## src/rtl/pipes_pkg.sv

```systemverilog
// Shared definitions for the pipeline hazard controller.
//   - Stage bit positions for the 5-bit stall/flush vectors ({W,M,E,D,F}).
//   - MDU timer and redirect FSM state encodings.
//   - Hazard cause encoding used to select the stall/flush response.
//   - stages_through(): mask with every stage from F up to a given stage set.
package pipes_pkg;

  localparam int NUM_STAGES = 5;
  localparam int STG_F      = 0;
  localparam int STG_D      = 1;
  localparam int STG_E      = 2;
  localparam int STG_M      = 3;
  localparam int STG_W      = 4;

  // Width of the MDU latency counter; latencies are 1..255.
  localparam int CNT_W = 8;

  typedef enum logic [1:0] {
    IDLE,
    BUSY,
    DONE
  } mdu_state_t;

  typedef enum logic {
    R_IDLE,
    R_WAIT
  } redir_state_t;

  // Winning hazard cause for the current cycle, highest priority first.
  typedef enum logic [2:0] {
    C_NONE,
    C_MEM,        // data request outstanding
    C_MDU,        // multiply/divide in progress
    C_LOAD_USE,   // decode reads the register a load in execute writes
    C_REDIRECT,   // branch/jump redirect acted on
    C_WAIT_FETCH, // stale fetch after redirect still outstanding
    C_DISCARD,    // stale fetch returned this cycle; drop it
    C_FETCH       // ordinary fetch wait
  } cause_t;

  // Hold mask covering F up to and including stage 'last'.
  function automatic logic [NUM_STAGES-1:0] stages_through(int last);
    logic [NUM_STAGES-1:0] mask;
    mask = '0;
    for (int i = 0; i < NUM_STAGES; i++) begin
      mask[i] = (i <= last);
    end
    return mask;
  endfunction

endpackage

```

## src/rtl/mdu_timer.sv

```systemverilog
// Multiply/divide latency timer.
//   clk, reset : clock, asynchronous active-low reset
//   start      : execute-stage op is mul/div
//   div        : op is a divide (selects DIV_LAT instead of MUL_LAT)
//   hold       : memory stall; freezes the countdown and blocks a start
//   busy       : operation still in progress (execute must hold)
//   done       : one-cycle pulse, result valid in execute
// A start in IDLE loads LAT-1; BUSY counts down to zero, then DONE lasts
// exactly one cycle. The counter only reloads from IDLE, so it never wraps.
module mdu_timer
  import pipes_pkg::*;
#(
  parameter int MUL_LAT = 3,
  parameter int DIV_LAT = 64
) (
  input  logic clk,
  input  logic reset,
  input  logic start,
  input  logic div,
  input  logic hold,
  output logic busy,
  output logic done
);

  localparam logic [CNT_W-1:0] MUL_LOAD = CNT_W'(MUL_LAT - 1);
  localparam logic [CNT_W-1:0] DIV_LOAD = CNT_W'(DIV_LAT - 1);

  mdu_state_t       state, state_nx;
  logic [CNT_W-1:0] cnt, cnt_nx;
  logic [CNT_W-1:0] load;

  assign load = div ? DIV_LOAD : MUL_LOAD;

  // NOTE: state registers use non-blocking assignments so every flop samples
  // the pre-edge values regardless of process evaluation order.
  always_ff @(posedge clk or negedge reset) begin
    if (!reset) begin
      state <= IDLE;
      cnt   <= '0;
    end else begin
      state <= state_nx;
      cnt   <= cnt_nx;
    end
  end

  // NOTE: every combinational output gets a default before the case so no
  // path leaves it unassigned, which would otherwise infer a latch.
  always_comb begin
    state_nx = state;
    cnt_nx   = cnt;
    unique case (state)
      IDLE: begin
        if (start && !hold) begin
          cnt_nx   = load;
          state_nx = (load == '0) ? DONE : BUSY;
        end
      end
      BUSY: begin
        // Counter is at least 1 here; reaching zero ends the operation.
        if (!hold && (cnt != '0)) begin
          cnt_nx = cnt - 1'b1;
          if (cnt == CNT_W'(1)) state_nx = DONE;
        end
      end
      DONE: begin
        // A start seen here belongs to the op that just finished.
        state_nx = IDLE;
      end
      default: state_nx = IDLE;
    endcase
  end

  always_comb begin
    busy = (state == BUSY);
    done = (state == DONE);
  end

endmodule

```

## src/rtl/pipe_ctrl.sv

```systemverilog
// Pipeline hazard controller for a 5-stage pipe (F, D, E, M, W).
//   clk, reset        : clock, asynchronous active-low reset
//   ireq_busy         : fetch request outstanding
//   dreq_busy         : memory-stage data request outstanding
//   d_rs1, d_rs2      : decode-stage source register indices
//   e_rd, e_memread   : execute-stage destination and load flag
//   e_redirect        : branch/jump redirect resolved in execute
//   e_mdu_start/_div  : execute-stage mul/div op, divide select
//   stall[4:0]        : hold enables {W,M,E,D,F}
//   flush[4:0]        : bubble inserts {W,M,E,D,F}
//   mdu_done          : one-cycle pulse, mul/div result valid
//   redirect_pending  : stale fetch from before a redirect still to discard
// stall/flush are purely combinational from inputs and current state.
module pipe_ctrl
  import pipes_pkg::*;
#(
  parameter int MUL_LAT = 3,
  parameter int DIV_LAT = 64
) (
  input  logic       clk,
  input  logic       reset,
  input  logic       ireq_busy,
  input  logic       dreq_busy,
  input  logic [4:0] d_rs1,
  input  logic [4:0] d_rs2,
  input  logic [4:0] e_rd,
  input  logic       e_memread,
  input  logic       e_redirect,
  input  logic       e_mdu_start,
  input  logic       e_mdu_div,
  output logic [4:0] stall,
  output logic [4:0] flush,
  output logic       mdu_done,
  output logic       redirect_pending
);

  logic         mdu_busy;
  logic         load_use;
  cause_t       cause;
  redir_state_t r_state, r_state_nx;

  mdu_timer #(
    .MUL_LAT (MUL_LAT),
    .DIV_LAT (DIV_LAT)
  ) u_mdu (
    .clk   (clk),
    .reset (reset),
    .start (e_mdu_start),
    .div   (e_mdu_div),
    .hold  (dreq_busy),
    .busy  (mdu_busy),
    .done  (mdu_done)
  );

  // x0 is hardwired zero, so a load targeting it never creates a hazard.
  assign load_use = e_memread && (e_rd != 5'd0) &&
                    ((e_rd == d_rs1) || (e_rd == d_rs2));

  // Priority pick. A redirect only wins when E is advancing, so it stays
  // asserted in E until no higher cause masks it.
  always_comb begin
    cause = C_NONE;
    if (dreq_busy)             cause = C_MEM;
    else if (mdu_busy)         cause = C_MDU;
    else if (load_use)         cause = C_LOAD_USE;
    else if (e_redirect)       cause = C_REDIRECT;
    else if (r_state == R_WAIT) cause = ireq_busy ? C_WAIT_FETCH : C_DISCARD;
    else if (ireq_busy)        cause = C_FETCH;
  end

  always_comb begin
    stall = '0;
    flush = '0;
    unique case (cause)
      C_MEM: begin
        stall        = stages_through(STG_M);
        flush[STG_W] = 1'b1;
      end
      C_MDU: begin
        stall        = stages_through(STG_E);
        flush[STG_M] = 1'b1;
      end
      C_LOAD_USE: begin
        stall        = stages_through(STG_D);
        flush[STG_E] = 1'b1;
      end
      C_REDIRECT: begin
        flush[STG_D] = 1'b1;
        flush[STG_E] = 1'b1;
      end
      C_WAIT_FETCH: stall[STG_F] = 1'b1;
      C_DISCARD:    flush[STG_D] = 1'b1;
      C_FETCH: begin
        stall[STG_F] = 1'b1;
        flush[STG_D] = 1'b1;
      end
      default: ;
    endcase
    // Held in reset: nothing holds, every stage loads a bubble.
    if (!reset) begin
      stall = '0;
      flush = '1;
    end
  end

  // Redirect FSM: remembers that the fetch in flight at redirect time is
  // stale. Only one discard is ever owed, so further redirects just stay.
  always_ff @(posedge clk or negedge reset) begin
    if (!reset) r_state <= R_IDLE;
    else        r_state <= r_state_nx;
  end

  always_comb begin
    r_state_nx = r_state;
    unique case (r_state)
      R_IDLE:  if ((cause == C_REDIRECT) && ireq_busy) r_state_nx = R_WAIT;
      R_WAIT:  if (cause == C_DISCARD) r_state_nx = R_IDLE;
      default: r_state_nx = R_IDLE;
    endcase
  end

  always_comb begin
    redirect_pending = (r_state == R_WAIT);
  end

endmodule

```

## config.mk

```make
export PLATFORM = sky130hd
export DESIGN_NAME = pipe_ctrl
export DESIGN_NICKNAME = d
export VERILOG_FILES = /design/src/rtl/pipes_pkg.sv /design/src/rtl/mdu_timer.sv /design/src/rtl/pipe_ctrl.sv
export SDC_FILE = /design/constraint.sdc
export NUM_CORES = 1
export LEC_CHECK = 0
export CORE_UTILIZATION = 35
export CTS_BUF_LIST = sky130_fd_sc_hd__clkbuf_8
export DETAILED_ROUTE_END_ITERATION = 8
export PLACE_DENSITY_LB_ADDON = 0.2
export SLEW_MARGIN = 30
export SYNTH_ARGS = -nofsm -noshare
export SYNTH_HDL_FRONTEND = slang
export SYNTH_SLANG_ARGS = --single-unit
```

## constraint.sdc

```tcl
create_clock -name clk -period 2.7 [get_ports clk]
set_input_delay 0.675 -clock clk [delete_from_list [all_inputs] [get_ports clk]]
set_output_delay 0.675 -clock clk [all_outputs]
set_load 0.03 [all_outputs]
```

==> results.py <==
metrics = {
    "logic_synthesis": {
        "yosys_warnings": 0,
        "seq_area_frac_synth_pct": 27.1,
        "synth_ff_type": "dfrtp_1",
        "synth_area_sq_um": 1020,
        "async_reset_ff_share_pct": 100,
        "yosysTopAreaCell": "dfrtp_1",
        "synthTopCellsByCount": "nor2_1, xor2_1, dfrtp_1",
        "yosysMostFrequentCell": "nor2_1",
        "synth_cell_types": 43,
        "yosys_register_bits": 11,
        "syn_inst": 131,
        "syn_area_per_cell_sq_um": 7.77,
        "synth_edf_count": 0,
        "synth_area_leaders": "dfrtp_1, xor2_1, nor2_1",
        "synth.net_count": 158,
        "netlist.area_leader.share_pct": 27.1,
    },
    "global_routing": {
        "antenna_found_initial": 0,
        "grt_pass1_vias": 980,
        "grt_use_total_pct": 16.3,
        "grt_max_degree": 19,
        "grt_pass1_wl_mm": 4.04,
        "grt_overflow": 0,
    },
    "sta": {
        "period_minus_slack_ns": 2.72,
        "layout_setup_ws_ns": -0.0250,
        "rsz0062_at_grt": "yes",
        "finalClockSkew_ns": 0.00514,
        "slew_headroom_pct": 65.4,
        "max_freq_mhz": 367,
        "min_period_over_period_pct": 101,
        "tightest_slew_ns": 0.518,
        "setup_viol": 2,
        "hold_violations": 0,
        "slew_violations": 0,
    },
    "drt": {
        "drt_pass1_iterations": 4,
        "vias": 1133,
        "antenna_left": 0,
        "routed_via_density": 5.34,
        "drtIter0Drc": 31,
        "wl_mm": 2.58,
        "drc_errors": 0,
        "routedWlPerCell_um": 12.2,
    },
    "clocking": {
        "numCtsBuffers": 3,
        "ctsHoldBuffers": 0,
        "clkTransAtPathRegs_ns": 0.04,
        "clock_path_buffers": 2,
        "cts-htree-levels": 1,
        "cts_root_buf": "clkbuf_8",
        "worstSkewPairLatency_ns": 0.24,
        "cts_tree": "yes",
        "cts_sinks": 11,
    },
    "min_path": {
        "hold_class": "reg2reg",
    },
    "placed_design": {
        "place_ws_ns": -0.489,
        "place_inst": 207,
        "post_dp_cell_area_sq_um": 1490,
        "gp_congestion": 0.824,
        "io_buffer_count": 33,
        "place_hpwl_mm": 2.11,
    },
    "status": {
        "violations": "setup timing",
        "run_status": "complete, but fails checks",
    },
    "critical_path": {
        "cpPeakStageDelay_ns": 0.53,
        "endpoint_kind": "output pin",
        "startpoint_type": "input port",
        "path_delay_family": "simple AND/OR/NAND/NOR gates",
        "cp_data_required_time_ns": 2.03,
        "cp.buffers_inverters": 2,
        "critPathArrivalTime_ns": 2.05,
        "path_class": "in2out",
        "crit_slowest_cell": "or4_4",
        "path_max_fanout": 8,
        "crit_chain": "buf_8 > or4_4 > o21ai_4 > nor2_4 > o41ai_4 > buf_4",
    },
    "run": {
        "maxCapViolations": 0,
    },
    "die": {
        "die-area_sq_um": 3130,
        "start_util_pct": 36.9,
        "rows": 19,
        "core_area_sq_um": 2760,
        "die_w_um": 55.9,
        "die_h_um": 55.9,
        "io_pins": 35,
    },
    "cells_and_area": {
        "fillerInstances": 262,
        "instances_no_fill": 212,
        "nNetsFinal": 209,
        "finalInstanceArea_sq_um": 1590,
        "num_antenna_cells": 0,
        "syn2layout_area_growth_pct": 56.2,
        "drive_above_1_share_pct": 27.1,
    },
    "power": {
        "ir_drop_mv": 0.571,
        "cellPowerDensity_nw_per_um2": 704,
        "power.leakage_uw": 0.000703,
    },
}
-- cell usage in the layout (no fill, tap or decap), types with 6 or more instances in the layout --
| cell type | netlist | final |
|---|---|---|
| buf_4 | 1 | 21 |
| nor2_1 | 20 | 19 |
| xor2_1 | 12 | 12 |
| dfrtp_1 | 11 | 11 |
| nand2_1 | 10 | 10 |
| a21oi_1 | 8 | 8 |
| o21ai_1 | 9 | 8 |
| dlygate4sd2_1 | 0 | 8 |
| clkdlybuf4s50_1 | 0 | 7 |
| inv_1 | 7 | 6 |
| buf_6 | 0 | 6 |
-- through the flow --
step | utilization, % | total power [uW] | TNS (ns) | hold slack (ns)
final | 57.6 | 1120 | -0.0431 | 0.524
after global routing | 57.6 | 1210 | -0.274 | 0.581
after CTS | 56.8 | 1120 | -0.188 | 0.526
after detailed placement | 54.1 | 936 | -3.56 | 0.514
after global placement | 54.1 | 923 | -2.98 | 0.510
after floorplan | - | 730 | -0.0287 | 0.379
-- metal layers --
| metal | global-route usage [%] | wire length (um) | share of wire [%] |
|---|---|---|---|
| met1 | 18.3 | 1090 | 42 |
| met2 | 31.5 | 1380 | 53 |
| met3 | 3.49 | 110 | 4.3 |
| met4 | 3.14 | 9 | 0.35 |
| met5 | 0 | 0 | 0 |
-- registers in the layout (all words and copies together), names as in the netlist --
| name | cells |
|---|---|
| u_mdu.cnt | 8 |
| u_mdu.state | 2 |
| redirect_pending | 1 |
-- worst paths after layout --
check	start	cells after the start	endpoint	slack (ns)
max	e_rd[3]	6	stall[3]	-0.02
min	u_mdu.cnt[3]	2	u_mdu.cnt[3]	0.52
max reg2reg	u_mdu.cnt[0]	6	u_mdu.cnt[0]	1.03
min reg2reg	u_mdu.cnt[3]	2	u_mdu.cnt[3]	0.52
max in group asynchronous	reset	2	u_mdu.cnt[2]	1.69
min in group asynchronous	reset	2	u_mdu.state[0]	0.81
-- cell type report --
type	instances	area, sq um	area share [%]
clock buffer	3	41.3	2.60
multi-input combinational	109	761	47.9
tap	31	38.8	2.44
inverter	7	26.3	1.65
timing repair buffer	50	443	27.9
sequential	11	275	17.3
clock inverter	1	3.75	0.236
-- where the power goes --
group	switching [uW]	total, uW	internal, uW
Combinational	359	638	279
Sequential	84.9	322	237
Clock	58.0	158	99.5
-- timing repair --
action / in CTS / in global routing
gates resized for setup: 43 / 8
pin swaps: 14 / 6
endpoints found under the setup margin: 8 / 8
cloned: 0 / 0
setup buffers: 1 / 0
-- logic make-up (layout without fill, tap and decap cells) --
group           Yosys count  count (layout)  share of synthesized area [%]
flops                    11              11                           27.1
xor+xnor                 12              12                           10.3
simple gates             56              56                           27.4
other cells               1               1                          0.369
buf+inv                  11              61                           4.43
fa+ha+maj                 4               4                           4.92
compound gates           36              36                           25.5
-- worst register-to-register path, cell delays in order (launching register included) --
cell and delay (ns):
dfrtp_1 0.39, inv_1 0.10, ha_1 0.25, a41oi_1 0.25, nand2_1 0.26, nor3_1 0.24, a21oi_1 0.06
Power figures use the tool's default switching activity.
